[config.mk]
export PLATFORM = sky130hd
export DESIGN_NAME = pico_bus_xbar_1n
export DESIGN_NICKNAME = d
export VERILOG_FILES = /design/src/rtl/pico_bus_pkg.sv /design/src/rtl/pico_addr_decode.sv /design/src/rtl/pico_bus_xbar_1n.sv
export SDC_FILE = /design/constraint.sdc
export NUM_CORES = 1
export LEC_CHECK = 0
export CAP_MARGIN = 40
export CORE_AREA = 2 2 136 138
export DETAILED_ROUTE_END_ITERATION = 8
export DIE_AREA = 0 0 138 140
export DONT_BUFFER_PORTS = 1
export PLACE_DENSITY_LB_ADDON = 0.05
export SYNTH_ARGS = -nofsm -noshare
export SYNTH_HDL_FRONTEND = slang
export SYNTH_SLANG_ARGS = --single-unit
[constraint.sdc]
create_clock -name clk -period 3 [get_ports clk]
set_input_delay 0.6 -clock clk [delete_from_list [all_inputs] [get_ports clk]]
set_output_delay 0.6 -clock clk [all_outputs]
set_load 0.1 [all_outputs]
[src/rtl/pico_bus_pkg.sv]
// Shared types and default SoC memory map for the PicoRV32 native-bus crossbar.
package pico_bus_pkg;

  typedef enum logic [1:0] {
    ST_IDLE,
    ST_ACTIVE,
    ST_ERROR,
    ST_RESP
  } xbar_state_e;

  localparam logic [31:0] ERR_RDATA_DEFAULT = 32'hDEAD_BEEF;

  localparam logic [31:0] MAP_FLASH_BASE  = 32'h0000_0000;
  localparam logic [31:0] MAP_SRAM_BASE   = 32'h4000_0000;
  localparam logic [31:0] MAP_PERIPH_BASE = 32'h8000_0000;
  localparam logic [31:0] MAP_WB_BASE     = 32'hC000_0000;
  localparam logic [31:0] MAP_REGION_MASK = 32'hC000_0000;

  // Slave 0 sits in the least significant word of the packed map.
  localparam logic [127:0] SOC_MAP_BASE = {MAP_WB_BASE, MAP_PERIPH_BASE, MAP_SRAM_BASE, MAP_FLASH_BASE};
  localparam logic [127:0] SOC_MAP_MASK = {4{MAP_REGION_MASK}};

endpackage

[src/rtl/pico_addr_decode.sv]
// Combinational base/mask address decoder; lowest-index match wins.
module pico_addr_decode
  import pico_bus_pkg::*;
#(
  parameter int                NS         = 4,
  parameter logic [NS*32-1:0]  SLAVE_BASE = SOC_MAP_BASE,
  parameter logic [NS*32-1:0]  SLAVE_MASK = SOC_MAP_MASK
) (
  input  logic [31:0]   addr,
  output logic [NS-1:0] sel,
  output logic          miss
);

  logic [NS-1:0] hit;

  generate
    for (genvar gi = 0; gi < NS; gi++) begin : g_hit
      assign hit[gi] = ((addr ^ SLAVE_BASE[32*gi +: 32]) & SLAVE_MASK[32*gi +: 32]) == 32'd0;
    end
  endgenerate

  // Isolate the lowest set bit to resolve overlapping regions.
  assign sel  = hit & (~hit + NS'(1));
  assign miss = ~|hit;

endmodule

[src/rtl/pico_bus_xbar_1n.sv]
// One master to NS slaves on the PicoRV32 native bus, with registered stages,
// default-slave error responses, a response watchdog and sticky error reporting.
module pico_bus_xbar_1n
  import pico_bus_pkg::*;
#(
  parameter int                NS             = 4,
  parameter logic [NS*32-1:0]  SLAVE_BASE     = SOC_MAP_BASE,
  parameter logic [NS*32-1:0]  SLAVE_MASK     = SOC_MAP_MASK,
  parameter int                TIMEOUT_CYCLES = 1024,
  parameter logic [31:0]       ERR_RDATA      = ERR_RDATA_DEFAULT,
  parameter int                ERR_CNT_W      = 8
) (
  input  logic                 clk,
  input  logic                 resetn,
  input  logic                 m_valid,
  output logic                 m_ready,
  input  logic [31:0]          m_addr,
  input  logic [31:0]          m_wdata,
  input  logic [3:0]           m_wstrb,
  output logic [31:0]          m_rdata,
  output logic [NS-1:0]        s_valid,
  input  logic [NS-1:0]        s_ready,
  output logic [31:0]          s_addr,
  output logic [31:0]          s_wdata,
  output logic [3:0]           s_wstrb,
  input  logic [NS*32-1:0]     s_rdata,
  output logic                 bus_err,
  output logic [31:0]          err_addr,
  output logic [ERR_CNT_W-1:0] err_cnt
);

  localparam int            TW       = (TIMEOUT_CYCLES > 1) ? $clog2(TIMEOUT_CYCLES) : 1;
  localparam bit            TMO_EN   = (TIMEOUT_CYCLES != 0);
  localparam logic [TW-1:0] TMO_LAST = TW'((TIMEOUT_CYCLES > 0) ? TIMEOUT_CYCLES - 1 : 0);

  xbar_state_e          state_reg, state_next;
  logic [NS-1:0]        sel_reg, sel_next;
  logic [NS-1:0]        s_valid_reg, s_valid_next;
  logic [31:0]          s_addr_reg, s_addr_next;
  logic [31:0]          s_wdata_reg, s_wdata_next;
  logic [3:0]           s_wstrb_reg, s_wstrb_next;
  logic [31:0]          m_rdata_reg, m_rdata_next;
  logic                 m_ready_reg, m_ready_next;
  logic                 bus_err_reg, bus_err_next;
  logic [31:0]          err_addr_reg, err_addr_next;
  logic [ERR_CNT_W-1:0] err_cnt_reg, err_cnt_next;
  logic [TW-1:0]        tmo_cnt_reg, tmo_cnt_next;

  logic [NS-1:0]        dec_sel;
  logic                 dec_miss;
  logic                 sel_ready;
  logic [31:0]          sel_rdata;
  logic                 err_event;

  pico_addr_decode #(
    .NS         (NS),
    .SLAVE_BASE (SLAVE_BASE),
    .SLAVE_MASK (SLAVE_MASK)
  ) u_decode (
    .addr (m_addr),
    .sel  (dec_sel),
    .miss (dec_miss)
  );

  // Only the latched slave may complete the transaction.
  assign sel_ready = |(s_ready & sel_reg);

  always_comb begin
    sel_rdata = '0;
    for (int i = 0; i < NS; i++) begin
      if (sel_reg[i]) sel_rdata = sel_rdata | s_rdata[32*i +: 32];
    end
  end

  always_comb begin
    state_next    = state_reg;
    sel_next      = sel_reg;
    s_valid_next  = s_valid_reg;
    s_addr_next   = s_addr_reg;
    s_wdata_next  = s_wdata_reg;
    s_wstrb_next  = s_wstrb_reg;
    m_rdata_next  = m_rdata_reg;
    m_ready_next  = 1'b0;
    bus_err_next  = 1'b0;
    err_addr_next = err_addr_reg;
    err_cnt_next  = err_cnt_reg;
    tmo_cnt_next  = tmo_cnt_reg;
    err_event     = 1'b0;

    case (state_reg)
      ST_IDLE: begin
        tmo_cnt_next = '0;
        if (m_valid) begin
          s_addr_next  = m_addr;
          s_wdata_next = m_wdata;
          s_wstrb_next = m_wstrb;
          sel_next     = dec_sel;
          if (dec_miss) begin
            state_next = ST_ERROR;
          end else begin
            state_next   = ST_ACTIVE;
            s_valid_next = dec_sel;
          end
        end
      end
      ST_ACTIVE: begin
        tmo_cnt_next = tmo_cnt_reg + 1'b1;
        if (sel_ready) begin
          m_rdata_next = sel_rdata;
          s_valid_next = '0;
          m_ready_next = 1'b1;
          state_next   = ST_RESP;
        end else if (TMO_EN && tmo_cnt_reg == TMO_LAST) begin
          m_rdata_next = ERR_RDATA;
          s_valid_next = '0;
          m_ready_next = 1'b1;
          err_event    = 1'b1;
          state_next   = ST_RESP;
        end
      end
      ST_ERROR: begin
        m_rdata_next = ERR_RDATA;
        m_ready_next = 1'b1;
        err_event    = 1'b1;
        state_next   = ST_RESP;
      end
      ST_RESP: begin
        tmo_cnt_next = '0;
        state_next   = ST_IDLE;
      end
      default: state_next = ST_IDLE;
    endcase

    if (err_event) begin
      bus_err_next  = 1'b1;
      err_addr_next = s_addr_reg;
      if (err_cnt_reg != '1) err_cnt_next = err_cnt_reg + 1'b1;
    end
  end

  always_ff @(posedge clk or negedge resetn) begin
    if (!resetn) begin
      state_reg    <= ST_IDLE;
      sel_reg      <= '0;
      s_valid_reg  <= '0;
      s_addr_reg   <= '0;
      s_wdata_reg  <= '0;
      s_wstrb_reg  <= '0;
      m_rdata_reg  <= '0;
      m_ready_reg  <= 1'b0;
      bus_err_reg  <= 1'b0;
      err_addr_reg <= '0;
      err_cnt_reg  <= '0;
      tmo_cnt_reg  <= '0;
    end else begin
      state_reg    <= state_next;
      sel_reg      <= sel_next;
      s_valid_reg  <= s_valid_next;
      s_addr_reg   <= s_addr_next;
      s_wdata_reg  <= s_wdata_next;
      s_wstrb_reg  <= s_wstrb_next;
      m_rdata_reg  <= m_rdata_next;
      m_ready_reg  <= m_ready_next;
      bus_err_reg  <= bus_err_next;
      err_addr_reg <= err_addr_next;
      err_cnt_reg  <= err_cnt_next;
      tmo_cnt_reg  <= tmo_cnt_next;
    end
  end

  assign m_ready  = m_ready_reg;
  assign m_rdata  = m_rdata_reg;
  assign s_valid  = s_valid_reg;
  assign s_addr   = s_addr_reg;
  assign s_wdata  = s_wdata_reg;
  assign s_wstrb  = s_wstrb_reg;
  assign bus_err  = bus_err_reg;
  assign err_addr = err_addr_reg;
  assign err_cnt  = err_cnt_reg;

endmodule

### Word-level counts from Yosys, hierarchy flattened

Index checks and enable logic that the tools add are counted.
W data, S select, Z words.

| operators by class | value |
|---|---|
| add/subtract/negate cells | 3 |
| multipliers | 0 |
| divide/modulo/power cells | 0 |
| magnitude comparators | 0 |
| equal/unequal tests | 8 |
| shift-type cells | 0 |
| multiplexer cells | 24 |
| bitwise gates (word level) | 9 |
| reduce and logical (&&, ||, !) cells | 16 |

Operators by type and width:

| kind | count |
|---|---|
| $mux W32 | 6 |
| $logic_not A32 Y1 | 4 |
| $or A32 B32 Y32 | 3 |
| $pmux W32 S2 | 1 |
| $pmux W10 S2 | 1 |
| $mux W4 | 4 |
| $add A10 B1 Y10 const B | 1 |
| $eq A10 B10 Y1 const B | 1 |
| $add A8 B1 Y8 const B | 1 |
| $and A4 B4 Y4 | 2 |
| $mux W2 | 4 |
| $ne A8 B8 Y1 const B | 1 |
| $pmux W2 S4 | 1 |
| $pmux W4 S2 | 1 |
| $reduce_and A2 Y1 | 4 |
| $reduce_or A4 Y1 | 2 |
| $reduce_bool A2 Y1 | 3 |
| $add A4 B1 Y4 const B | 1 |
| $eq A2 B2 Y1 const B | 2 |
| $mux W1 | 4 |
| $not A4 Y4 | 1 |
| $pmux W1 S2 | 2 |
| $reduce_and A4 Y1 | 1 |
| $ne A3 B3 Y1 const B | 1 |
| other kinds (7) | 8 |

| word-level totals | value |
|---|---|
| register bits | 162 |
| latch bits | 0 |
| bits in writable memories | 0 |
| memory bits (read-only) | 0 |
| bits of input ports | 203 |
| output and inout port bits | 146 |
| word-level logic and storage cells | 72 |
| memories | 0 |

### Logic depth before layout (Yosys ltp)

Gate-level depths: netlist of run 1.

| logic depth | value |
|---|---|
| word-level depth | 9 |
| mapped depth | 9 |
| mapped depth without buffers | 7 |

### Hierarchy

A second synthesis of run 1 with hierarchy kept.

| second synthesis, totals | value |
|---|---|
| cell total of the unflattened synthesis | 527 |
| area total of the unflattened synthesis | 7034.2 µm² |

Modules (own cells, without submodules):

| module | instances | cells each | area an instance (µm²) | seq. area each (µm²) |
|---|---|---|---|---|
| pico_bus_xbar_1n | 1 | 521 | 6996.7 | 4053.9 |
| pico_addr_decode | 1 | 6 | 37.5 | 0.0 |

### Least setup slack after synthesis of run 1

Ideal clock, no wire load.

| timing path | value |
|---|---|
| path type | register to register |
| start | reg err_cnt_reg[0], in the netlist err_cnt[0] |
| end | reg err_cnt_reg[1], in the netlist err_cnt[1] |
| arrival time | 2235 ps |
| path slack | 640 ps |
| stages on the path, launching flop included | 7 |
| buffers on the path | 0 |
| cell sequence | dfrtp_1 > ha_1 > nand2_1 > nor2b_1 > nand3_1 > and2_1 > mux2_2 |

| between the ends | value |
|---|---|
| longest elaborated chain between the ends | 2 |
| elaborated cells on any way between the ends | 3 |
| those cells by class | add/sub: 1; eq/ne: 1; reduce/logical: 1 |

Ends and longest elaborated chain:

| element | line | RTL |
|---|---|---|
| from (decl) | pico_bus_xbar_1n.sv:46 | `logic [ERR_CNT_W-1:0] err_cnt_reg, err_cnt_next;` |
| from (signal assigned) | pico_bus_xbar_1n.sv:166 | `err_cnt_reg <= err_cnt_next;` |
| parallel branches: the longest is 2 deep, another holds $add A8 B1 Y8 | - |  |

Several ways; the timed one is not identified.
A chain may end at the register's enable or synchronous reset.

### Worst setup path after layout of run 1

| timing path | value |
|---|---|
| start | reg state_reg[0] |
| end | reg err_addr_reg[8], in the netlist err_addr[8] |

| between the ends | value |
|---|---|
| longest elaborated chain between the ends | 2 |
| elaborated cells on any way between the ends | 3 |
| those cells by class | eq/ne: 2; mux: 1 |

Ends and longest elaborated chain:

| element | line | RTL |
|---|---|---|
| from (decl) | pico_bus_xbar_1n.sv:36 | `xbar_state_e state_reg, state_next;` |
| from (signal assigned) | pico_bus_xbar_1n.sv:156 | `state_reg <= state_next;` |
| $eq A2 B2 Y1 or $eq A2 B1 Y1 (tied branches) | pico_bus_xbar_1n.sv:90 | `case (state_reg)` |
| $pmux W1 S2 (*) | pico_bus_xbar_1n.sv:90 |  |
| to (signal assigned) | pico_bus_xbar_1n.sv:165 | `err_addr_reg <= err_addr_next;` |
| to (decl) | pico_bus_xbar_1n.sv:45 | `logic [31:0] err_addr_reg, err_addr_next;` |

Every way passes the cells marked *; elsewhere a longest branch is shown, timed or not.

==> results of run 1 <==
==> metrics by stage <==
stage	worst slack (ns)	utilization, %	instances
floorplan	0.640	-	545
detailed placement	0.716	58.1	866
global placement	0.753	40.6	753
finish	0.701	62.9	909
CTS	0.694	61.8	898
global route	0.581	62.9	909
==> routing by layer <==
layer	track usage [%]	share of wire (%)	wire, µm	vias up
li1	-	-	-	2288
met1	22.7	35	7230	2504
met2	37.5	54	11100	257
met3	7.73	7.8	1610	37
met4	9.29	3.1	635	2
met5	0	0.054	11	-
==> cells in the final DEF (no fill, tap or decap), drive strengths merged <==
master,n
a21oi,8
a221oi,8
a22o,12
a22oi,51
a31oi,26
and2,2
and3,4
and4,1
and4b,1
buf,135
bufinv,5
clkbuf,19
clkinv,1
clkinvlp,2
dfrtp,162
diode,4
ha,6
inv,13
mux2,104
mux2i,2
nand2,27
nand2b,2
nand3,10
nand4,3
nor2,30
nor2b,2
nor3,4
o21a,1
o21ai,12
o2bb2ai,11
o31ai,3
o32a,1
o32ai,2
or2,1
or3,2
xnor2,1
xor2,2
==> critical path, cell delays in order, from the launching register on <==
cell     delay [ns]
dfrtp_1        0.38
inv_1          0.09
ha_1           0.41
inv_1          0.21
o31ai_4        0.44
buf_12         0.27
mux2_2         0.37
==> cells by family after synthesis <==
| family | after synthesis | share of synthesized area (%) |
|---|---|---|
| mux | 106 | 17.1 |
| buf+inv | 44 | 2.75 |
| fa+ha+maj | 6 | 1.08 |
| xor+xnor | 3 | 0.378 |
| simple gates | 89 | 6.01 |
| flops | 162 | 58.3 |
| compound gates | 135 | 14.4 |
==> layout make-up <==
class | count | area share, %
Clock buffer | 19 | 3.96
Tap cell | 229 | 2.56
Clock inverter | 13 | 1.97
Timing Repair Buffer | 135 | 30.6
Sequential cell | 162 | 36.2
Antenna cell | 4 | 0.0895
Multi-Input combinational cell | 339 | 24.3
Inverter | 8 | 0.268
==> final timing paths <==
kind | endpoint | cells after the start
max | err_addr[8]$_DFFE_PN0P_ | 6
min | m_rdata[8]$_DFFE_PN0P_ | 0
max reg2reg | err_addr[8]$_DFFE_PN0P_ | 6
min reg2reg | tmo_cnt_reg[0]$_DFFE_PN0P_ | 2
max in group asynchronous | s_addr[18]$_DFFE_PN0P_ | 0
min in group clk | sel_reg[0]$_DFFE_PN0P_ | 1
==> results_dict.tcl, run 1 <==
set metrics [dict create \
    core-area_mm2 0.0178 \
    synth_common_cells "dfrtp_1, mux2_2, a22oi_1" \
    cap_violations 0 \
    synth_top_cell_by_area "dfrtp_1" \
    layout.area.seq_mm2 0.00405 \
    synth_top_area_share_pct 58.3 \
    crit_fanout 33 \
    grt_pass1_vias 5551 \
    reg2reg_slack_ns 0.70 \
    worstPathRequired_ns 3.29 \
    ys_warn_count 0 \
    arrival_ns 2.59 \
    drive_gt1_share_pct 41.0 \
    cts.clk_slew.worst_paths_ns 0.06 \
    vias 5088 \
    hold_path.class "input pin to asynchronous set/reset pin" \
    max_freq_mhz 435 \
    syn-num-nets 754 \
    multi_input_area_mm2 0.00272 \
    drt_iter0_drc 177 \
    grt_pass1_wl_um 31700 \
    status "finished with violations" \
    dp_hpwl_um 15500 \
    fillCellCount 1277 \
    finalMaxSlewViolations 0 \
    cp-end-kind "register" \
    synth_edf_count 0 \
    cts_max_level 4 \
    cts_tree "built" \
    stdcell_area_mm2 0.0112 \
    violations "hold timing" \
    syn_avg_cell_area_um2 12.8 \
    detail-route-antenna-nets 0 \
    rsz0062_at_grt "no" \
    initial_utilization_pct 39.1 \
    worst_slew_pin_slew_ns 0.911 \
    routedWlPerCell_um 22.6 \
    period_minus_slack_ns 2.30 \
    finalHoldViolations 162 \
    fin_hold_ws_ns -0.124 \
    ys_ff_latch 162 \
    routed_wl_um 20600 \
    synth_cells 545 \
    port_buffers 0 \
    async_reset_ff_share_pct 100 \
    nets 872 \
    skew_ns 0.0162 \
    cts.sinks 162 \
    ys_seq_area_share_pct 58.3 \
    grt_max_degree 163 \
    row_count 49 \
    period_share_pct 76.6 \
    cts_resized 0 \
    drcViolationCount 0 \
    post-cts-setup-buffers 0 \
    ioPinCount 349 \
    finalSetupTns_ns 0 \
    startpoint "state_reg[0]$_DFFE_PN0P_" \
    syn_to_final_growth_pct 60.9 \
    place_area_mm2 0.0103 \
    clk_latency_ns 0.42 \
    synth_flop_cell "dfrtp_1" \
    path_class "register to register" \
    slew_headroom_pct 39.3 \
    root_buffer "clkbuf_16" \
    r2r_start "state_reg[0]$_DFFE_PN0P_" \
    setup_viol 0 \
    place.gp.congestion 0.764 \
    grt_usage_pct 21.1 \
    die_area_mm2 0.0193 \
    die_h_um 140 \
    dieWidth_um 138 \
    synthesis.area_mm2 0.00695 \
    dr.pass1.iters 4 \
    viasPerCell 5.60 \
    grt-ovfl-total 0 \
    synth_area_leaders "dfrtp_1, mux2_2, a22oi_1, a31oi_1, nor2_1" \
    cts_buffer_depth 2 \
    synth.most_common_cell "dfrtp_1" \
    numCtsBuffers 17 \
    antenna_found_initial 5 \
    synth.distinct_cells 40 \
    critPathLaunchType "register" \
]
Power of run 1 is left out: the tool's default activity adds up to more than one toggle a clock period on the data nets, which glitch-free logic cannot reach.
==> inputs of run 2 (changes only) <==
Clock period 3 ns to 2.4 ns, I/O delays scaled along.
==> results_dict.tcl, run 2 (synthesized netlist as in run 1, its figures left out) <==
set metrics [dict create \
    drt_iter0_drc 217 \
    drcViolationCount 0 \
    fin_hold_ws_ns -0.246 \
    drive_gt1_share_pct 41.9 \
    use_met1_pct 22.4 \
    skew_ns 0.00856 \
    grt_pass1_vias 5524 \
    cts_resized 0 \
    die_h_um 140 \
    status "finished with violations" \
    row_count 49 \
    numCtsBuffers 17 \
    period_minus_slack_ns 2.24 \
    gr-usage-met3_pct 7.86 \
    dr.pass1.iters 4 \
    cts.clk_slew.worst_paths_ns 0.06 \
    layout_common_cells "dfrtp_1, mux2_2, buf_16" \
    place.gp.congestion 0.810 \
    reg2reg_slack_ns 0.16 \
    max_freq_mhz 446 \
    grt_max_degree 163 \
    cts_tree "built" \
    post-cts-setup-buffers 0 \
    ioPinCount 349 \
    critPathLaunchType "register" \
    die_area_mm2 0.0193 \
    r2r_start "tmo_cnt_reg[0]$_DFFE_PN0P_" \
    cts_max_level 4 \
    initial_utilization_pct 39.1 \
    period_share_pct 93.4 \
    dieWidth_um 138 \
    fin_util_pct 59.8 \
    top_usage_layer "met2" \
    worst_slew_pin_slew_ns 0.916 \
    finalSetupTns_ns 0 \
    worstPathRequired_ns 2.70 \
    path_class "register to register" \
    cap_violations 0 \
    final_common_cell "dfrtp_1" \
    routedWlPerCell_um 22.2 \
    grt_use_met2_pct 36.7 \
    ff2ff_path_depth 6 \
    cp-end-kind "register" \
    slew_headroom_pct 39.0 \
    finalMaxSlewViolations 0 \
    detail-route-antenna-nets 0 \
    setup_viol 0 \
    crit_fanout 15 \
    root_buffer "clkbuf_16" \
    cts_buffer_depth 2 \
    startpoint "tmo_cnt_reg[0]$_DFFE_PN0P_" \
    syn_to_final_growth_pct 53.0 \
    r2r-end "err_addr[6]$_DFFE_PN0P_" \
    routed_wl_um 20500 \
    fillCellCount 1371 \
    port_buffers 0 \
    hold_path.class "input pin to asynchronous set/reset pin" \
    viasPerCell 5.44 \
    violations "hold timing" \
    dp_hpwl_um 15500 \
    core-area_mm2 0.0178 \
    cts.sinks 162 \
    antenna_found_initial 4 \
    grt_usage_pct 20.8 \
    clk_latency_ns 0.42 \
    rsz0062_at_grt "no" \
    finalHoldViolations 162 \
    grt_pass1_wl_um 31100 \
    nets 885 \
    vias 5013 \
    arrival_ns 2.54 \
    grt-ovfl-total 0 \
]
-- run 2: cell count changes in the layout (fill, tap and decap cells not counted), sizes merged --
cell,previous run,this run
clkinv,1,3
buf,135,148
bufinv,5,3
-- run 2: layout make-up --
cell class | count | area (µm²) | share of cell area, %
Antenna cell | 4 | 10.0 | 0.0941
Sequential cell | 162 | 4050 | 38.1
Clock inverter | 13 | 171 | 1.61
Inverter | 8 | 30.0 | 0.282
Clock buffer | 19 | 433 | 4.07
Multi-Input combinational cell | 339 | 2720 | 25.5
Timing Repair Buffer | 148 | 2940 | 27.6
Tap cell | 229 | 287 | 2.69
-- run 2: critical path, cell delays in order (launching register included) --
cell and delay (ns):
dfrtp_1 0.40, ha_1 0.21, and4_1 0.29, nand4_4 0.18, o31ai_4 0.36, buf_4 0.31, mux2_2 0.38
-- run 2: worst max path at each step --
| stage | end | slack [ns] | cells past startpoint |
|---|---|---|---|
| detailed placement | err_addr[6]$_DFFE_PN0P_ | 0.16 | 6 |
| floorplan | err_cnt[1]$_DFFE_PN0P_ | 0.04 | 6 |
| CTS | err_addr[6]$_DFFE_PN0P_ | 0.13 | 6 |
| global placement | err_addr[14]$_DFFE_PN0P_ | 0.19 | 6 |
| global route | err_addr[6]$_DFFE_PN0P_ | 0.07 | 6 |
| finish | err_addr[6]$_DFFE_PN0P_ | 0.16 | 6 |
-- run 2: metrics by stage --
| step | worst slack, ns | cell area (µm²) | hold WS, ns | std cells |
|---|---|---|---|---|
| after floorplan | 0.0397 | 6950 | 0.184 | 545 |
| after global placement | 0.185 | 7550 | 0.190 | 796 |
| after detailed placement | 0.164 | 9970 | 0.191 | 884 |
| after CTS | 0.133 | 10600 | -0.264 | 916 |
| after global routing | 0.0670 | 10600 | -0.276 | 922 |
| final | 0.158 | 10600 | -0.246 | 922 |
-- run 2: layer usage --
layer  up-vias  wire (µm)  part of all wire [%]
met5         -          0                     0
met4         0        671                   3.3
met3        32       1600                   7.8
met2       235      10800                    53
met1      2453       7450                    36
li1       2293          -                     -
Power of run 2 is left out for the same reason.
